File: config.mk
export PLATFORM = sky130hd
export DESIGN_NAME = regbus_rr_arbiter_flat
export DESIGN_NICKNAME = d
export VERILOG_FILES = /design/src/rtl/regbus_rr_arbiter_if.sv /design/src/rtl/regbus_rr_arbiter.sv /design/src/flat_wrapper.sv
export SDC_FILE = /design/constraint.sdc
export NUM_CORES = 1
export LEC_CHECK = 0
export ABC_AREA = 0
export CAP_MARGIN = 20
export CORE_AREA = 10 10 289 291
export CTS_CLUSTER_DIAMETER = 80
export DETAILED_ROUTE_END_ITERATION = 12
export DIE_AREA = 0 0 299 301
export PLACE_DENSITY = 0.36
export RECOVER_POWER = 25
export SYNTH_ARGS = -nofsm -noshare
export SYNTH_HDL_FRONTEND = slang
export SYNTH_SLANG_ARGS = --single-unit
File: constraint.sdc
create_clock -name clk_i -period 1.9 [get_ports clk_i]
set_input_delay 0.19 -clock clk_i [delete_from_list [all_inputs] [get_ports clk_i]]
set_output_delay 0.19 -clock clk_i [all_outputs]
set_load 0.005 [all_outputs]
File: src/rtl/regbus_rr_arbiter_if.sv
// Register-bus bundle: NumReq parallel request lanes sharing one broadcast response.
// The arbiter uses the slave view toward requesters and the master view toward the target.
interface regbus_rr_arbiter_if #(
  parameter int unsigned NumReq    = 1,
  parameter int unsigned AddrWidth = 48,
  parameter int unsigned DataWidth = 32
);
  logic [NumReq-1:0]             valid;
  logic [NumReq-1:0]             write;
  logic [NumReq*AddrWidth-1:0]   addr;
  logic [NumReq*DataWidth-1:0]   wdata;
  logic [NumReq*DataWidth/8-1:0] wstrb;
  logic [NumReq-1:0]             ready;
  logic [DataWidth-1:0]          rdata;
  logic                          error;

  modport master (
    output valid, write, addr, wdata, wstrb,
    input  ready, rdata, error
  );

  modport slave (
    input  valid, write, addr, wdata, wstrb,
    output ready, rdata, error
  );
endinterface

File: src/rtl/regbus_rr_arbiter.sv
// Round-robin arbiter sharing one register-bus target among NumReq requesters,
// with a watchdog that aborts stalled target transactions with an error response.
//
// state | meaning
// IDLE  | no transaction outstanding; grants when a request is valid and no response is being delivered
// BUSY  | winner's request registered toward the target; waits for mst ready or watchdog expiry
module regbus_rr_arbiter #(
  parameter int unsigned NumReq        = 4,
  parameter int unsigned AddrWidth     = 48,
  parameter int unsigned DataWidth     = 32,
  parameter int unsigned TimeoutCycles = 1024
) (
  input  logic                clk_i,
  input  logic                rst_ni,
  regbus_rr_arbiter_if.slave  slv,
  regbus_rr_arbiter_if.master mst,
  output logic                busy_o,
  output logic                timeout_o
);
  localparam int unsigned IdxW  = $clog2(NumReq);
  localparam int unsigned StrbW = DataWidth / 8;
  localparam int unsigned WdW   = (TimeoutCycles > 1) ? $clog2(TimeoutCycles) : 1;
  localparam logic [WdW-1:0] WdLast = (TimeoutCycles > 0) ? WdW'(TimeoutCycles - 1) : '0;

  typedef enum logic {IDLE, BUSY} state_e;

  state_e                 state_q, state_d;
  logic [IdxW-1:0]        ptr_q, ptr_d;
  logic [IdxW-1:0]        win_q, win_d;
  logic [WdW-1:0]         wdog_q, wdog_d;
  logic                   mvalid_q, mvalid_d;
  logic                   mwrite_q, mwrite_d;
  logic [AddrWidth-1:0]   maddr_q, maddr_d;
  logic [DataWidth-1:0]   mwdata_q, mwdata_d;
  logic [StrbW-1:0]       mwstrb_q, mwstrb_d;
  logic [NumReq-1:0]      rready_q, rready_d;
  logic [DataWidth-1:0]   rrdata_q, rrdata_d;
  logic                   rerror_q, rerror_d;
  logic                   tout_q, tout_d;

  logic [AddrWidth-1:0]   req_addr  [NumReq];
  logic [DataWidth-1:0]   req_wdata [NumReq];
  logic [StrbW-1:0]       req_wstrb [NumReq];

  for (genvar g = 0; g < NumReq; g++) begin : g_unpack
    assign req_addr[g]  = slv.addr[g*AddrWidth +: AddrWidth];
    assign req_wdata[g] = slv.wdata[g*DataWidth +: DataWidth];
    assign req_wstrb[g] = slv.wstrb[g*StrbW +: StrbW];
  end

  // Rotating priority search starting at the pointer.
  logic            grant_found;
  logic [IdxW-1:0] grant_idx;
  logic [IdxW-1:0] cand_idx;

  always_comb begin
    grant_found = 1'b0;
    grant_idx   = '0;
    cand_idx    = '0;
    for (int unsigned k = 0; k < NumReq; k++) begin
      cand_idx = IdxW'((32'(ptr_q) + k) % NumReq);
      if (!grant_found && slv.valid[cand_idx]) begin
        grant_found = 1'b1;
        grant_idx   = cand_idx;
      end
    end
  end

  logic [IdxW-1:0] ptr_next;
  assign ptr_next = (win_q == IdxW'(NumReq - 1)) ? '0 : win_q + IdxW'(1);

  always_comb begin
    state_d  = state_q;
    ptr_d    = ptr_q;
    win_d    = win_q;
    wdog_d   = wdog_q;
    mvalid_d = mvalid_q;
    mwrite_d = mwrite_q;
    maddr_d  = maddr_q;
    mwdata_d = mwdata_q;
    mwstrb_d = mwstrb_q;
    rready_d = '0;
    rrdata_d = rrdata_q;
    rerror_d = rerror_q;
    tout_d   = 1'b0;
    case (state_q)
      IDLE: begin
        // A cycle that delivers a response never also grants.
        if (grant_found && (rready_q == '0)) begin
          win_d    = grant_idx;
          mwrite_d = slv.write[grant_idx];
          maddr_d  = req_addr[grant_idx];
          mwdata_d = req_wdata[grant_idx];
          mwstrb_d = req_wstrb[grant_idx];
          mvalid_d = 1'b1;
          wdog_d   = '0;
          state_d  = BUSY;
        end
      end
      BUSY: begin
        wdog_d = wdog_q + WdW'(1);
        if (mst.ready[0]) begin
          rready_d = NumReq'(1) << win_q;
          rrdata_d = mwrite_q ? '0 : mst.rdata;
          rerror_d = mst.error;
          mvalid_d = 1'b0;
          ptr_d    = ptr_next;
          state_d  = IDLE;
        end else if ((TimeoutCycles != 0) && (wdog_q == WdLast)) begin
          rready_d = NumReq'(1) << win_q;
          rrdata_d = '0;
          rerror_d = 1'b1;
          tout_d   = 1'b1;
          mvalid_d = 1'b0;
          ptr_d    = ptr_next;
          state_d  = IDLE;
        end
      end
      default: state_d = IDLE;
    endcase
  end

  always_ff @(posedge clk_i) begin
    if (!rst_ni) begin
      state_q  <= IDLE;
      ptr_q    <= '0;
      win_q    <= '0;
      wdog_q   <= '0;
      mvalid_q <= 1'b0;
      mwrite_q <= 1'b0;
      maddr_q  <= '0;
      mwdata_q <= '0;
      mwstrb_q <= '0;
      rready_q <= '0;
      rrdata_q <= '0;
      rerror_q <= 1'b0;
      tout_q   <= 1'b0;
    end else begin
      state_q  <= state_d;
      ptr_q    <= ptr_d;
      win_q    <= win_d;
      wdog_q   <= wdog_d;
      mvalid_q <= mvalid_d;
      mwrite_q <= mwrite_d;
      maddr_q  <= maddr_d;
      mwdata_q <= mwdata_d;
      mwstrb_q <= mwstrb_d;
      rready_q <= rready_d;
      rrdata_q <= rrdata_d;
      rerror_q <= rerror_d;
      tout_q   <= tout_d;
    end
  end

  assign mst.valid = mvalid_q;
  assign mst.write = mwrite_q;
  assign mst.addr  = maddr_q;
  assign mst.wdata = mwdata_q;
  assign mst.wstrb = mwstrb_q;
  assign slv.ready = rready_q;
  assign slv.rdata = rrdata_q;
  assign slv.error = rerror_q;
  assign busy_o    = (state_q == BUSY);
  assign timeout_o = tout_q;
endmodule

File: src/flat_wrapper.sv
// flat-port wrapper written by rule: the top's interface ports become plain ports
module regbus_rr_arbiter_flat 
#(
  parameter int unsigned NumReq        = 4,
  parameter int unsigned AddrWidth     = 48,
  parameter int unsigned DataWidth     = 32,
  parameter int unsigned TimeoutCycles = 1024
)
  (clk_i, rst_ni, busy_o, timeout_o, slv_valid, slv_write, slv_addr, slv_wdata, slv_wstrb, slv_ready, slv_rdata, slv_error, mst_valid, mst_write, mst_addr, mst_wdata, mst_wstrb, mst_ready, mst_rdata, mst_error);
  regbus_rr_arbiter_if #(.NumReq(NumReq), .AddrWidth(AddrWidth), .DataWidth(DataWidth)) slv_i ();
  regbus_rr_arbiter_if #(.NumReq(NumReq), .AddrWidth(AddrWidth), .DataWidth(DataWidth)) mst_i ();
  input  logic clk_i;
  input  logic rst_ni;
  output logic busy_o;
  output logic timeout_o;
  input wire logic [$bits(slv_i.valid)-1:0] slv_valid;
  input wire logic [$bits(slv_i.write)-1:0] slv_write;
  input wire logic [$bits(slv_i.addr)-1:0] slv_addr;
  input wire logic [$bits(slv_i.wdata)-1:0] slv_wdata;
  input wire logic [$bits(slv_i.wstrb)-1:0] slv_wstrb;
  output wire logic [$bits(slv_i.ready)-1:0] slv_ready;
  output wire logic [$bits(slv_i.rdata)-1:0] slv_rdata;
  output wire logic [$bits(slv_i.error)-1:0] slv_error;
  output wire logic [$bits(mst_i.valid)-1:0] mst_valid;
  output wire logic [$bits(mst_i.write)-1:0] mst_write;
  output wire logic [$bits(mst_i.addr)-1:0] mst_addr;
  output wire logic [$bits(mst_i.wdata)-1:0] mst_wdata;
  output wire logic [$bits(mst_i.wstrb)-1:0] mst_wstrb;
  input wire logic [$bits(mst_i.ready)-1:0] mst_ready;
  input wire logic [$bits(mst_i.rdata)-1:0] mst_rdata;
  input wire logic [$bits(mst_i.error)-1:0] mst_error;
  assign slv_i.valid = slv_valid;
  assign slv_i.write = slv_write;
  assign slv_i.addr = slv_addr;
  assign slv_i.wdata = slv_wdata;
  assign slv_i.wstrb = slv_wstrb;
  assign slv_ready = slv_i.ready;
  assign slv_rdata = slv_i.rdata;
  assign slv_error = slv_i.error;
  assign mst_valid = mst_i.valid;
  assign mst_write = mst_i.write;
  assign mst_addr = mst_i.addr;
  assign mst_wdata = mst_i.wdata;
  assign mst_wstrb = mst_i.wstrb;
  assign mst_i.ready = mst_ready;
  assign mst_i.rdata = mst_rdata;
  assign mst_i.error = mst_error;
  regbus_rr_arbiter #(.NumReq(NumReq), .AddrWidth(AddrWidth), .DataWidth(DataWidth), .TimeoutCycles(TimeoutCycles)) u_core (.clk_i(clk_i), .rst_ni(rst_ni), .slv(slv_i), .mst(mst_i), .busy_o(busy_o), .timeout_o(timeout_o));
endmodule
# Yosys cells after proc, flatten, opt, wreduce, memory -nomap -nowiden
# Cells that the tools add are included.
word_totals:
  ramBits: 0
  regBits: 139
  n_memories: 0
  latchBits: 0
  in_bits: 383
  mem_bits_ro: 0
  output_inout_bits: 383
op_classes:
  order_cmp: 6
  reduce_logical: 14
  n_bitwise: 3
  addsub: 5
  n_mul: 0
  n_div: 0
  n_eq_ne: 4
  mux: 48
  shift: 1
op_table:
  columns: ["op", "count"]
  rows:
  - ["32-bit 2-to-1 mux", 5]
  - ["48-bit binary-select mux with 2-bit select", 1]
  - ["48-bit 2-to-1 mux", 2]
  - ["32-bit binary-select mux with 2-bit select", 1]
  - ["10-bit case mux with 2 select lines", 1]
  - ["1-bit 2-to-1 mux", 18]
  - ["4-bit 2-to-1 mux", 4]
  - ["2-bit by 3-bit < comparator with 1-bit output, second input constant", 5]
  - ["2-bit 2-to-1 mux", 7]
  - ["10-bit by 1-bit adder with 10-bit output, second input constant", 1]
  - ["1-bit binary-select mux with 2-bit select", 5]
  - ["10-bit == test, second input constant", 1]
  - ["10-bit 2-to-1 mux", 1]
  - ["4-bit binary-select mux with 2-bit select", 1]
  - ["2-bit AND reduction", 4]
  - ["2-bit by 1-bit adder with 2-bit output, second input constant", 2]
  - ["2-bit adder, second input constant", 2]
  - ["1-bit logical AND", 4]
  - ["4-bit logical NOT", 1]
  - ["1-bit case mux with 2 select lines", 2]
  - ["1-bit by 2-bit << shifter with 4-bit output, first input constant", 1]
  - ["3-bit >= comparator, second input constant", 1]
  - ["1-bit logical NOT", 3]
  - ["3-bit != test, second input constant", 1]
  - ["6 further kinds", 7]

# Logic depth before layout (Yosys ltp)
logic_depth:
  ltp_word: 16
  ltp_mapped: 8

# Worst setup path after synthesis
# OpenSTA, ideal clock, no wires.
synth_timing:
  path_type: "reg2reg"
  startpoint: "register u_core.rready_q[1], in the netlist u_core.slv.ready[1]"
  endpoint: "register u_core.maddr_q[0]"
  n_path_buf: 3
  slack_ps: 171
  arrival_time_ps: 1651
  stages_incl_launch_ff: 8
  setup_ps: 79
  period_less_slack_ps: 1729
  cell_sequence: "dfxtp_1 > nor4_4 > nand3b_2 > or3_1 > buf_2 > buf_6 > buf_6 > o221ai_2"
synth_via:
  elab_chain_len: 3
synth_rtl:
  columns: ["element", "line_no", "text"]
  rows:
  - ["start: declaration", "regbus_rr_arbiter.sv:36", "logic [NumReq-1:0] rready_q, rready_d;"]
  - ["start signal: assignment", "regbus_rr_arbiter.sv:148", "rready_q <= rready_d;"]
  - ["4-bit logical NOT", "regbus_rr_arbiter.sv:89", "if (grant_found && (rready_q == '0)) begin"]
  - ["1-bit logical AND", "regbus_rr_arbiter.sv:89", null]
  - ["2-bit AND reduction (no source line)", null, null]
  - ["end signal: assignment", "regbus_rr_arbiter.sv:145", "maddr_q <= maddr_d;"]
  - ["end: declaration", "regbus_rr_arbiter.sv:33", "logic [AddrWidth-1:0] maddr_q, maddr_d;"]
# No other way between the ends.
# A chain may end at the register's enable or synchronous reset.

# Worst setup path after layout
layout_timing:
  startpoint: "register u_core.ptr_q[0]"
  endpoint: "register u_core.maddr_q[46]"
layout_via:
  elab_chain_len: 16
layout_rtl:
  columns: ["element", "line_no", "text"]
  rows:
  - ["start: declaration", "regbus_rr_arbiter.sv:28", "logic [IdxW-1:0] ptr_q, ptr_d;"]
  - ["start signal: assignment", "regbus_rr_arbiter.sv:140", "ptr_q <= ptr_d;"]
  - ["parallel branches: the longest is 16 deep, another holds 2-bit by 1-bit adder with 2-bit output", null, null]
# Several ways; the timed one is not identified. The select of a mux whose other input is x is not followed.

==> flow_metrics.env <==
export IMPL_rsz0062_at_grt="yes"
export IMPL_fin_area_um2=16400
export IMPL_synth_most_common_cell="buf_4"
export IMPL_synth_area_top_cells="dfxtp_1 (30%), buf_4 (21%), mux2i_1 (18%)"
export IMPL_cts_buffers=17
export IMPL_place_gp_congestion=0.802
export IMPL_netlist_area_um2=9310
export IMPL_cp_required_ps=2250
export IMPL_status="finished with violations"
export IMPL_cts_root_buf="clkbuf_16"
export IMPL_grt_pass1_vias=9359
export IMPL_yosysSeqAreaShare=0.299
export IMPL_holdPathStages=3
export IMPL_cts_tree="yes"
export IMPL_avgSynthCellArea_um2=9.33
export IMPL_clkSinkCount=139
export IMPL_setup_ws_ps=-23.7
export IMPL_grt_usage=0.102
export IMPL_num_vias=8652
export IMPL_ys_warn_count=0
export IMPL_cap_violations=0
export IMPL_swShare=0.315
export IMPL_synth_cell_type_count=42
export IMPL_grt_overflow=0
export IMPL_hold_ws_ps=280
export IMPL_critical_path_class="reg2reg"
export IMPL_cellInternalPower_w=0.00718
export IMPL_power_switching_w=0.00331
export IMPL_cts_hold_buf=0
export IMPL_area_growth_pct=76.6
export IMPL_fin_crit_ps=1920
export IMPL_clkPwrFrac=0.332
export IMPL_worstPathArrival_ps=2280
export IMPL_min_path_type="in2reg"
export IMPL_grt_max_degree=51
export IMPL_p_comb_frac=0.346
export IMPL_final_layout_size_suffix_gt1_frac=0.163
export IMPL_die_area_um2=90000
export IMPL_synth_area_leader_cell="dfxtp_1"
export IMPL_core_um2=77300
export IMPL_slew_viol_final=0
export IMPL_skew_ps=11.2
export IMPL_firstDrtPassIters=4
export IMPL_min_period_over_period=1.01
export IMPL_violations="negative setup slack"
export IMPL_routed_wl_mm=50.1
export IMPL_setup_viol=1
export IMPL_htree_levels=4
export IMPL_place_area_um2=15100
export IMPL_clk_pin_slew_ps=70
export IMPL_synth_top_area_frac=0.299
export IMPL_cp_max_fo=8
export IMPL_synth_common_cells="buf_4 (266), mux2i_1 (171), dfxtp_1 (139)"
export IMPL_viasPerCell=3.31
export IMPL_grt_pass1_wl_mm=67.8
export IMPL_drtIter0Drc=251
export IMPL_crit_path_end_kind="register"
export IMPL_fillCellCount=8535
export IMPL_port_buffers=504
export IMPL_drcViolationCount=0
export IMPL_avgRoutedWirePerCell_um=19.2
export IMPL_antenna_found_initial=6
export IMPL_synth_edff_count=0
export IMPL_clkLatencyLatePin_ps=470
export IMPL_postRouteAntennaNets=0
export IMPL_die_w_um=299
export IMPL_pwr_share_seq=0.322
export IMPL_die_h_um=301
export IMPL_max_vdd_ir_drop_uv=520
export IMPL_clock_path_buffers=2
export IMPL_initial_core_util=0.120
export IMPL_num_rows=102
export IMPL_hpwl_mm=39.7
export IMPL_synthArstFlopShare=0
export IMPL_ios=766
export IMPL_ys_ff_latch=139
export IMPL_power_leakage_nw=6.69
export IMPL_seq_area_um2=2790
export IMPL_multi_input_area_um2=5470
export IMPL_timing_fmax_mhz=520
export IMPL_worstSetupStartpointType="register"
export IMPL_hold_viol_final=0
export IMPL_ff2ff_path_depth=9
export IMPL_fin_nets=1948
export IMPL_power_density_nw_per_um2=638
export IMPL_final_util=0.213
export IMPL_syn_inst=998
export IMPL_dominantRegCellSynth="dfxtp_1"
what timing repair did:
item | 4_1_cts | 5_1_grt
buffers inserted | 13 | 10
cloned | 2 | 7
gates resized for setup | 31 | 58
pin swaps | 2 | 20
endpoints found under the setup margin | 77 | 98
power groups by stage:
| stage | Clock (W) | Combinational [W] | Sequential [W] |
|---|---|---|---|
| after global placement | 0 | 0.00325 | 0.00344 |
| after detailed placement | 0 | 0.00327 | 0.00344 |
| after global routing | 0.00374 | 0.00392 | 0.00341 |
| final | 0.00349 | 0.00363 | 0.00337 |
| after CTS | 0.00371 | 0.00342 | 0.00338 |
| after floorplan | 0 | 0.00165 | 0.00341 |
layer usage:
layer / track usage / part of all wire
met4: 0.0276 / 0.014
met1: 0.108 / 0.39
met3: 0.0474 / 0.096
met2: 0.180 / 0.50
met5: 0 / 0.00054
cells by family (layout without fill, tap and decap cells):
logic type               Yosys count  after routing  synth area share
multiplexers                     173            173             0.186
XOR/XNOR                           1              1          0.000941
adder cells (fa/ha/maj)            5              5           0.00672
other                              1            261          0.000403
AO/OA/AOI/OAI                    142            142             0.150
buffers and inverters            334            651             0.259
AND/OR/NAND/NOR                  203            203            0.0973
flip-flops                       139            139             0.299
registers in the layout, summed over array words and instances, names as in the netlist:
register          cells
u_core.slv.ready      4
u_core.mvalid_q       1
u_core.mwdata_q      32
u_core.ptr_q          2
u_core.wdog_q        10
u_core.mwstrb_q       4
u_core.timeout_o      1
u_core.mwrite_q       1
u_core.slv.error      1
u_core.win_q          2
u_core.slv.rdata     32
u_core.busy_o         1
u_core.maddr_q       48
final timing paths:
path	slack (ps)	to	start
setup reg to reg	-20	u_core.maddr_q[46]$_SDFFE_PN0P_	u_core.ptr_q[0]$_SDFFE_PN0P_
hold / removal	280	u_core.slv.rdata[10]$_SDFFE_PN0P_	mst_rdata[10]
hold reg to reg	460	u_core.slv.rdata[24]$_SDFFE_PN0P_	u_core.slv.rdata[24]$_SDFFE_PN0P_
setup / recovery	-20	u_core.maddr_q[46]$_SDFFE_PN0P_	u_core.ptr_q[0]$_SDFFE_PN0P_
stage by stage:
step                      std cells  setup WS (ps)  total power, W  setup TNS [ps]
after detailed placement       2550           -614         0.00671          -40640
after global placement         2550           -644         0.00669          -40970
after floorplan                1255            171         0.00507               0
final                          2615          -23.7          0.0105           -23.7
after global routing           2612           -108          0.0111           -1930
after CTS                      2595           2.59          0.0105               0
final cells by class:
class                           instances  share of cell area
Tap cell                             1040              0.0791
Clock inverter                         12             0.00692
Inverter                                9             0.00221
Multi-Input combinational cell        782               0.333
Sequential cell                       139               0.170
Clock buffer                           19              0.0275
Timing Repair Buffer                  611               0.382
Antenna cell                            3            0.000457
placed cells by master (no fill, tap or decap), types with 2 or more instances in the layout:
cell type	count
clkdlybuf4s50_1	500
conb_1	258
dfxtp_1	134
mux2i_1	132
nand2_1	129
buf_4	70
o221ai_2	57
a21oi_1	46
nand3_1	35
o221ai_1	28
mux2i_2	22
clkbuf_16	21
mux2i_4	17
buf_12	17
nor2_1	12
buf_6	9
inv_1	8
and3_1	6
ha_1	5
dfxtp_2	5
nor3_1	4
inv_6	4
buf_16	4
diode_2	3
nand4_1	3
clkinv_2	3
clkinv_4	3
o21ai_0	2
a221oi_4	2
or2_2	2
mux2_2	2
clkbuf_8	2
dlygate4sd2_1	2
worst max-delay path, stage by stage, from the launching register on:
cell      delay, ps
dfxtp_2         350
inv_4            60
a221oi_4        310
o22ai_4         160
buf_12          180
buf_12          150
buf_12          140
buf_4           140
mux2i_4         190
o221ai_2        110
Power figures use the tool's default switching activity.
